### config.mk
export PLATFORM = sky130hd
export DESIGN_NAME = dadda_mac_pipe
export DESIGN_NICKNAME = d
export VERILOG_FILES = /design/src/rtl/dadda_mac_pipe.sv
export SDC_FILE = /design/constraint.sdc
export NUM_CORES = 1
export LEC_CHECK = 0
export CAP_MARGIN = 20
export CORE_ASPECT_RATIO = 1.25
export CORE_MARGIN = 4
export CORE_UTILIZATION = 40
export DETAILED_ROUTE_END_ITERATION = 12
export PLACE_DENSITY_LB_ADDON = 0.2
export SLEW_MARGIN = 10
export SYNTH_ARGS = -nofsm -noshare
export SYNTH_HDL_FRONTEND = slang
export SYNTH_SLANG_ARGS = --single-unit
### constraint.sdc
create_clock -name clk -period 4.45 [get_ports clk]
set_clock_uncertainty 0.1 [all_clocks]
set_input_delay 0.445 -clock clk [delete_from_list [all_inputs] [get_ports clk]]
set_output_delay 0.445 -clock clk [all_outputs]
set_load 0.02 [all_outputs]
### src/rtl/dadda_mac_pipe.sv
// dadda_mac_pipe: 3-stage Dadda-tree multiply-accumulate with global stall; define DADDA_SIGNED_EN for two's-complement operands
module dadda_mac_pipe #(
  parameter int WIDTH     = 8,
  parameter int ACC_WIDTH = 2*WIDTH+8
) (
  input  logic                 clk,
  input  logic                 rst,
  input  logic                 in_valid,
  output logic                 in_ready,
  input  logic [WIDTH-1:0]     A,
  input  logic [WIDTH-1:0]     B,
  input  logic                 acc_en,
  output logic                 out_valid,
  input  logic                 out_ready,
  output logic [ACC_WIDTH-1:0] P
);
  localparam int C = 2*WIDTH;
  localparam int H = WIDTH;
  function automatic int stage_d(input int j);
    int d;
    d = 2;
    for (int k = 0; k < j; k++) d = d*3/2;
    return d;
  endfunction
  function automatic int num_stages(input int h);
    int n;
    n = 0;
    while (stage_d(n) < h) n++;
    return n;
  endfunction
  localparam int NS = num_stages(H);
  logic                 advance, v1, e1, v2, e2;
  logic [WIDTH-1:0]     a1, b1;
  logic [C-1:0]         s_row, c_row, s2, c2, prod;
  logic [ACC_WIDTH-1:0] ext, p_next;
  assign advance  = !out_valid || out_ready;
  assign in_ready = advance;
  // Partial products reduced column by column to two rows, one Dadda height target per stage
  always_comb begin : tree
    logic [H-1:0] col [C];
    logic [H-1:0] nxt [C];
    int cnt [C];
    int nc [C];
    int k, h, d;
    logic sum, cry;
    k = 0;
    h = 0;
    d = 0;
    sum = 1'b0;
    cry = 1'b0;
    for (int i = 0; i < C; i++) begin
      col[i] = '0;
      nxt[i] = '0;
      cnt[i] = 0;
      nc[i] = 0;
    end
    for (int i = 0; i < WIDTH; i++)
      for (int j = 0; j < WIDTH; j++) begin
`ifdef DADDA_SIGNED_EN
        col[i+j][cnt[i+j]] = ((i == WIDTH-1) != (j == WIDTH-1)) ? ~(a1[i] & b1[j]) : (a1[i] & b1[j]);
`else
        col[i+j][cnt[i+j]] = a1[i] & b1[j];
`endif
        cnt[i+j] += 1;
      end
`ifdef DADDA_SIGNED_EN
    col[WIDTH][cnt[WIDTH]] = 1'b1;
    cnt[WIDTH] += 1;
    col[C-1][cnt[C-1]] = 1'b1;
    cnt[C-1] += 1;
`endif
    for (int s = NS-1; s >= 0; s--) begin
      d = stage_d(s);
      for (int i = 0; i < C; i++) begin
        nxt[i] = '0;
        nc[i] = 0;
      end
      for (int i = 0; i < C; i++) begin
        k = 0;
        h = cnt[i] + nc[i];
        for (int r = 0; r < H; r++)
          if (h > d && k+2 <= cnt[i]) begin
            if (h > d+1 && k+3 <= cnt[i]) begin
              sum = col[i][k] ^ col[i][k+1] ^ col[i][k+2];
              cry = (col[i][k] & col[i][k+1]) | (col[i][k+2] & (col[i][k] ^ col[i][k+1]));
              k += 3;
              h -= 2;
            end else begin
              sum = col[i][k] ^ col[i][k+1];
              cry = col[i][k] & col[i][k+1];
              k += 2;
              h -= 1;
            end
            nxt[i][nc[i]] = sum;
            nc[i] += 1;
            if (i+1 < C) begin
              nxt[(i+1)%C][nc[(i+1)%C]] = cry;
              nc[(i+1)%C] += 1;
            end
          end
        for (int r = 0; r < H; r++)
          if (r >= k && r < cnt[i]) begin
            nxt[i][nc[i]] = col[i][r];
            nc[i] += 1;
          end
      end
      col = nxt;
      cnt = nc;
    end
    for (int i = 0; i < C; i++) begin
      s_row[i] = col[i][0];
      c_row[i] = col[i][1];
    end
  end
  assign prod = s2 + c2;
`ifdef DADDA_SIGNED_EN
  assign ext = ACC_WIDTH'($signed(prod));
`else
  assign ext = ACC_WIDTH'(prod);
`endif
  assign p_next = e2 ? P + ext : ext;
  // Pipeline advances in lockstep; P doubles as the accumulator
  always_ff @(posedge clk)
    if (rst) begin
      v1 <= 1'b0;
      v2 <= 1'b0;
      out_valid <= 1'b0;
      P <= '0;
    end else if (advance) begin
      v1 <= in_valid;
      a1 <= A;
      b1 <= B;
      e1 <= acc_en;
      v2 <= v1;
      s2 <= s_row;
      c2 <= c_row;
      e2 <= e1;
      out_valid <= v2;
      if (v2) P <= p_next;
    end
endmodule

==> results.toml, run 1 <==
[outcome]
run_status = "finished clean"

[worst_setup_path]
cells_along_the_critical_path = "ha_1 -> fa_1 -> a211oi_1 -> o21ai_1 -> a41oi_2 -> o21ai_0 -> a21o_1 -> ha_1 -> and2_1 -> and4_1 -> a21oi_1 -> o21ai_1 -> a21oi_2 -> o21ai_0 -> a21oi_1"
timing.critical_path.max_delay_family = "compound AO/OA/AOI/OAI gates"
timing.critical_path.from = "s2[1]"
register_to_register_setup_slack_ns = 0.54
critical_path_required_ns = 4.62
r2r_start = "s2[1]"
timing.critical_path.buf_inv = 0
setup.worst_path.start_class = "register"
r2r.worst_path.cells = 15
timing_worst_setup_path_type = "reg2reg"
worstReg2RegEnd = "P[21]"
setup.worst_path.end_class = "register"
critical_path.slowest_cell = "fa_1"
cp.arrival_ns = 4.09
timing.critical_path.to = "P[21]"
timing.critical_path.depth = 15
critical_path.max_fanout = 8
critical-path-max-stage-delay_ns = 0.43

[min_path]
hold_class = "reg2reg"

[yosys]
yosysWarningCount = 0
synthesis.instances = 511
postSynthNetCount = 609
ff_latch_count_synth = 74
yosys_most_used_dff = "edfxtp_1"
synth.cell_area_um2 = 5333
synthesis.area_per_instance_um2 = 10.44
synth-edff-count = 47
synth_seq_area_share_pct = 36.60
async_s_r_ff_share_synth_pct = 0
ys_types = 55

[final_layout]
antenna-diode-count = 0
final_net_count = 661
post_route_cells_drive_above_1_share_pct = 6.690
fillerInstances = 1215
syn2layout_area_growth_pct = 18.11
postLayoutCoreUtil_pct = 48.85
final_cell_count_no_fill = 736

[global_route]
gr_util_all_layers_pct = 14.76
grt_start_max_net_pins = 28
first_pass_grt_wire_length_um = 18210
vias_in_the_first_global_route = 3831
grt_antenna_before_repair = 0
grt_overflow_total = 0

[pwr]
power-per-cell-area_nw_per_um2 = 437.9
cellInternalPower_mw = 1.734
largest_voltage_drop_on_the_vdd_net_uv = 172.1
power_leakage_nw = 2.574
netSwitchingPower_mw = 1.024
p_sw_share_pct = 37.13
combinational_share_of_power_pct = 42.5
power.share.clock_pct = 26.2
finalPower_mw = 2.758
power.share.sequential_pct = 31.3

[timing]
timing.final.crit_share_pct = 87.96
worst_hold_slack_ns = 0.3201
maxSlewHeadroom_pct = 32.85
rsz0062_at_grt = "false"
finalCriticalPeriod_ns = 3.914
fin_tns_setup_ns = 0
worstMarginPinSlew_ns = 1.004
max_clock_freq_mhz = 255.5
final_report_max_slew_violation_count = 0
number_of_failing_hold_endpoints_at_the_final_stage = 0
setup_viol = 0

[routing]
route.final.wire_length_um = 10410
detail_route.vias_per_cell = 5.103
detail_route.first_pass.iterations = 4
drt-wirelength-per-cell_um = 14.15
drt_first_iter_violations = 172
drtAntennaViolNets = 0
route.detailed.drc = 0
num_vias = 3756

[clock_network]
postCtsHoldBufs = 0
h-tree-depth = 3
post_cts_repair_resize_count = 0
tritoncts = "yes"
cts.path.max_buffers = 2
clkLatencyLatePin_ns = 0.34
clkSlewWorstSetupHoldPaths_ns = 0.07
cts_post_setup_buffers_inserted = 0
clock_tree.root_cell = "clkbuf_16"
cts.sink_count = 74
cts_inserted_buffers = 9

[die]
design.die.area_um2 = 15250
floorplan.die.height_um = 137.1
top_level_ports = 47
die_width_um = 111.3
initial_core_util_pct = 41.36
core.rowCount = 46
coreArea_um2 = 12890

[place]
dpl.cell_count = 720
finalWeightedCongestion = 0.8360
dpl.hpwl_um = 8110
buffer_ports.inserted = 46

[run]
max-cap-violations = 0
flip-flops by register name, indices dropped and copies added, names as in the netlist:
name,flops
P,24
a1,8
b1,8
c2,14
e1,1
e2,1
out_valid,1
s2,15
v1,1
v2,1
synthesized netlist by cell type, drive strengths merged (6+ instances only):
library cell / instances / area (um^2)
o21ai: 23 / 122.6
buf: 6 / 25.02
xor2: 7 / 61.31
a211oi: 12 / 110.1
nand3: 7 / 35.03
nor3: 6 / 40.04
fa: 37 / 740.7
ha: 40 / 500.5
nor2: 27 / 101.4
edfxtp: 47 / 1411
a21oi: 40 / 215.2
inv: 45 / 168.9
xnor2: 19 / 166.4
nand2: 28 / 105.1
or3: 8 / 50.05
o211ai: 6 / 50.05
dfxtp: 27 / 540.5
and2: 58 / 362.8
a21o: 13 / 98.85
through the flow:
stage	instance area [um^2]	setup slack (ns)
2_1_floorplan	5333	0.9768
3_3_place_gp	6005	0.6942
3_5_place_dp	6005	0.5963
4_1_cts	6299	0.5166
5_1_grt	6299	0.1626
6_report	6299	0.5360
logic make-up after synthesis:
kind of cell	Yosys count	share of synthesized area, %
compound gates	120	15.44
buf+inv	55	3.918
fa+ha+maj	77	23.28
mux	6	1.150
simple gates	153	15.35
flops	74	36.60
xor+xnor	26	4.270
cell type report:
class / instances / area (um^2) / area share [%]
Multi-Input combinational cell: 382 / 3179 / 50.48
Tap cell: 168 / 210.2 / 3.337
Clock buffer: 9 / 225.2 / 3.576
Sequential cell: 74 / 1952 / 30.99
Timing Repair Buffer: 50 / 490.5 / 7.787
Clock inverter: 7 / 68.82 / 1.093
Inverter: 46 / 172.7 / 2.741
metal layers:
metal | wire, um | global-route usage, % | part of all wire, % | up-vias
met5 | 0 | 0 | 0 | -
met4 | 216 | 5.612 | 2.1 | 0
met3 | 418 | 3.096 | 4.0 | 17
met2 | 5245 | 25.96 | 50 | 62
met1 | 4534 | 17.83 | 44 | 1781
li1 | - | - | - | 1896
power groups by stage:
| stage | registers (mW) | clock network [mW] | logic (mW) |
|---|---|---|---|
| after floorplan | 0.880 | 0 | 0.926 |
| after global placement | 0.879 | 0 | 1.15 |
| after detailed placement | 0.881 | 0 | 1.17 |
| after CTS | 0.865 | 0.747 | 1.18 |
| after global routing | 0.873 | 0.773 | 1.34 |
| final | 0.863 | 0.723 | 1.17 |
worst min-delay path by stage:
stage	from	to	cells after the start
after global placement	e1	e2	0
after detailed placement	e1	e2	0
after floorplan	e1	e2	0
after global routing	e1	e2	0
final	e1	e2	0
after CTS	e1	e2	0
worst reg2reg max path, stage by stage, from the launching register on:
cell,delay (ns)
edfxtp_1,0.37
ha_1,0.25
fa_1,0.43
a211oi_1,0.32
o21ai_1,0.17
a41oi_2,0.29
o21ai_0,0.16
a21o_1,0.20
ha_1,0.31
and2_1,0.19
and4_1,0.23
a21oi_1,0.16
o21ai_1,0.10
a21oi_2,0.27
o21ai_0,0.16
a21oi_1,0.13
cells in the final DEF (no fill, tap or decap), drive strengths merged, types with 7 or more instances in the layout:
master	synthesis	routed
nand2	28	28
fa	37	37
a21o	13	13
edfxtp	47	47
clkdlybuf4s50	0	46
o21ai	23	23
inv	45	51
a21oi	40	40
xnor2	19	19
and2	58	58
a211oi	12	12
nor2	27	27
ha	40	40
xor2	7	7
dfxtp	27	27
clkbuf	3	9
nand3	7	7
or3	8	8
(Power assumes the default switching activity.)
==> inputs of run 2 (changes only) <==
--- a/config.mk
+++ b/config.mk
@@ -5,11 +5,13 @@
 export SDC_FILE = /design/constraint.sdc
 export NUM_CORES = 1
 export LEC_CHECK = 0
+export ABC_CLOCK_PERIOD_IN_PS = 4450
 export CAP_MARGIN = 20
 export CORE_ASPECT_RATIO = 1.25
 export CORE_MARGIN = 4
 export CORE_UTILIZATION = 40
 export DETAILED_ROUTE_END_ITERATION = 12
+export DONT_BUFFER_PORTS = 1
 export PLACE_DENSITY_LB_ADDON = 0.2
 export SLEW_MARGIN = 10
 export SYNTH_ARGS = -nofsm -noshare
==> run 2 against run 1 <==
First-iteration DRC count shrank 14%. Wire length is essentially flat. Via count shrank 3.8%. Combinational power shrank 4%. Utilization shrank 3.5 points. Final cell count shrank 6.4%. Worst hold slack lost 0.25 ns. Non-clock buffer count shrank 47. Flip-flop and latch count is the same. Global-route usage shrank 0.083 points. Count of clock-buffer cells in the layout grew 1. Fmax grew 1.0%. Critical path type unchanged. Largest power group unchanged.
==> results.toml, run 2 (synthesized netlist as in run 1, its figures left out) <==
[outcome]
run_status = "finished clean"

[die]
die_width_um = 111.3
top_level_ports = 47
initial_core_util_pct = 41.36
design.die.area_um2 = 15250
coreArea_um2 = 12890
core.rowCount = 46
floorplan.die.height_um = 137.1

[worst_setup_path]
cells_along_the_critical_path = "ha_1 -> fa_1 -> a211oi_1 -> o21ai_1 -> a41oi_2 -> o21ai_0 -> a21o_1 -> ha_1 -> and2_1 -> and4_1 -> a21oi_1 -> o21ai_1 -> a21oi_2 -> or3_1 -> a21oi_1"
critical_path.slowest_cell = "fa_1"
setup.worst_path.end_class = "register"
setup.worst_path.start_class = "register"
critical-path-max-stage-delay_ns = 0.43
critical_path_required_ns = 4.62
timing_worst_setup_path_type = "reg2reg"
timing.critical_path.max_delay_family = "compound AO/OA/AOI/OAI gates"
cp.arrival_ns = 4.04
critical_path.max_fanout = 8
timing.critical_path.buf_inv = 0

[timing]
number_of_failing_hold_endpoints_at_the_final_stage = 0
rsz0062_at_grt = "false"
max_clock_freq_mhz = 258.1
fin_ws_ns = 0.5752
maxSlewHeadroom_pct = 48.77
setup_viol = 0
fin_tns_setup_ns = 0
timing.final.crit_share_pct = 87.07
finalCriticalPeriod_ns = 3.875
worstMarginPinSlew_ns = 0.7668
final_report_max_slew_violation_count = 0

[pwr]
finalPower_mw = 2.769
power_leakage_nw = 2.403
power-per-cell-area_nw_per_um2 = 473.6
largest_voltage_drop_on_the_vdd_net_uv = 194.5

[final_layout]
final_net_count = 614
syn2layout_area_growth_pct = 9.643
reg_top3 = "P x24, s2 x15, c2 x14"
max_flop_register = "P"
antenna-diode-count = 0
mostFrequentLayoutCells = "and2_1, edfxtp_1, inv_1"
mostFrequentLayoutCell = "and2_1"
post_route_cells_drive_above_1_share_pct = 6.718
largest_register_ffs = 24
stdcell_area_um2 = 5847

[clock_network]
post_cts_repair_resize_count = 0
postCtsHoldBufs = 0
cts.path.max_buffers = 2
tritoncts = "yes"
h-tree-depth = 3
clkLatencyLatePin_ns = 0.34
cts_inserted_buffers = 9
cts_post_setup_buffers_inserted = 0
clkSlewWorstSetupHoldPaths_ns = 0.06
clock_tree.root_cell = "clkbuf_16"
cts.sink_count = 74

[place]
buffer_ports.inserted = 0
preCtsSetupSlack_ns = 0.5730
finalWeightedCongestion = 0.8974
dpl.hpwl_um = 8004
postPlaceCellArea_um2 = 5537

[routing]
num_vias = 3615
drtAntennaViolNets = 0
drt_first_iter_violations = 148
drt-wirelength-per-cell_um = 15.12
route.final.wire_length_um = 10420
detail_route.first_pass.iterations = 4
detail_route.vias_per_cell = 5.247
route.detailed.drc = 0

[global_route]
vias_in_the_first_global_route = 3643
grt_start_max_net_pins = 30
grt_antenna_before_repair = 0
grt_overflow_total = 0
first_pass_grt_wire_length_um = 17800
gr_util_all_layers_pct = 14.68

[min_path]
hold_class = "in2reg"

[run]
max-cap-violations = 0
[run 2: cell types whose count changed in the layout (fill, tap and decap cells not counted)]
| cell | delta |
|---|---|
| clkinv_4 | -1 |
| inv_6 | -3 |
| inv_8 | -3 |
| buf_4 | -1 |
| bufinv_16 | +2 |
| clkinv_1 | +1 |
| clkinvlp_4 | +1 |
| clkdlybuf4s50_1 | -46 |
| clkinv_2 | +2 |
| clkbuf_1 | +1 |
[run 2: layout make-up]
| class | count | area, um^2 |
|---|---|---|
| tap | 168 | 210.2 |
| multi-input combinational | 382 | 3179 |
| clock inverter | 6 | 81.33 |
| timing repair buffer | 3 | 22.52 |
| fill | 1230 | 7046 |
| sequential | 74 | 1952 |
| clock buffer | 10 | 229.0 |
| inverter | 46 | 172.7 |
[run 2: routing by layer]
metal  wire length [um]  GRT usage (%)  up-vias
met5                  0              0        -
met4                157          5.139        0
met3                439          4.334       12
met2               5124          25.25       66
met1               4699          17.58     1739
li1                   -              -     1798
[run 2: worst paths after layout]
path	from	end	slack, ns	cells after the start
setup / recovery	c2[1]	P[17]	0.58	15
hold / removal	rst	P[13]	0.07	1
setup reg to reg	c2[1]	P[17]	0.58	15
hold reg to reg	e1	e2	0.33	0
[run 2: per-stage QoR]
step / utilization, % / instances / hold WS (ns)
floorplan: - / 511 / 0.3003
global placement: 42.94 / 673 / 0.3066
detailed placement: 42.94 / 673 / 0.3231
CTS: 45.35 / 689 / 0.04976
global route: 45.35 / 689 / 0.04901
finish: 45.35 / 689 / 0.06778
[run 2: power by group]
| group | leakage [nW] | internal [mW] | total, mW | switching (mW) |
|---|---|---|---|---|
| logic | 1.57 | 0.483 | 1.12 | 0.638 |
| registers | 0.686 | 0.824 | 0.880 | 0.0560 |
| clock network | 0.150 | 0.487 | 0.769 | 0.282 |
| total | 2.40 | 1.79 | 2.77 | 0.976 |
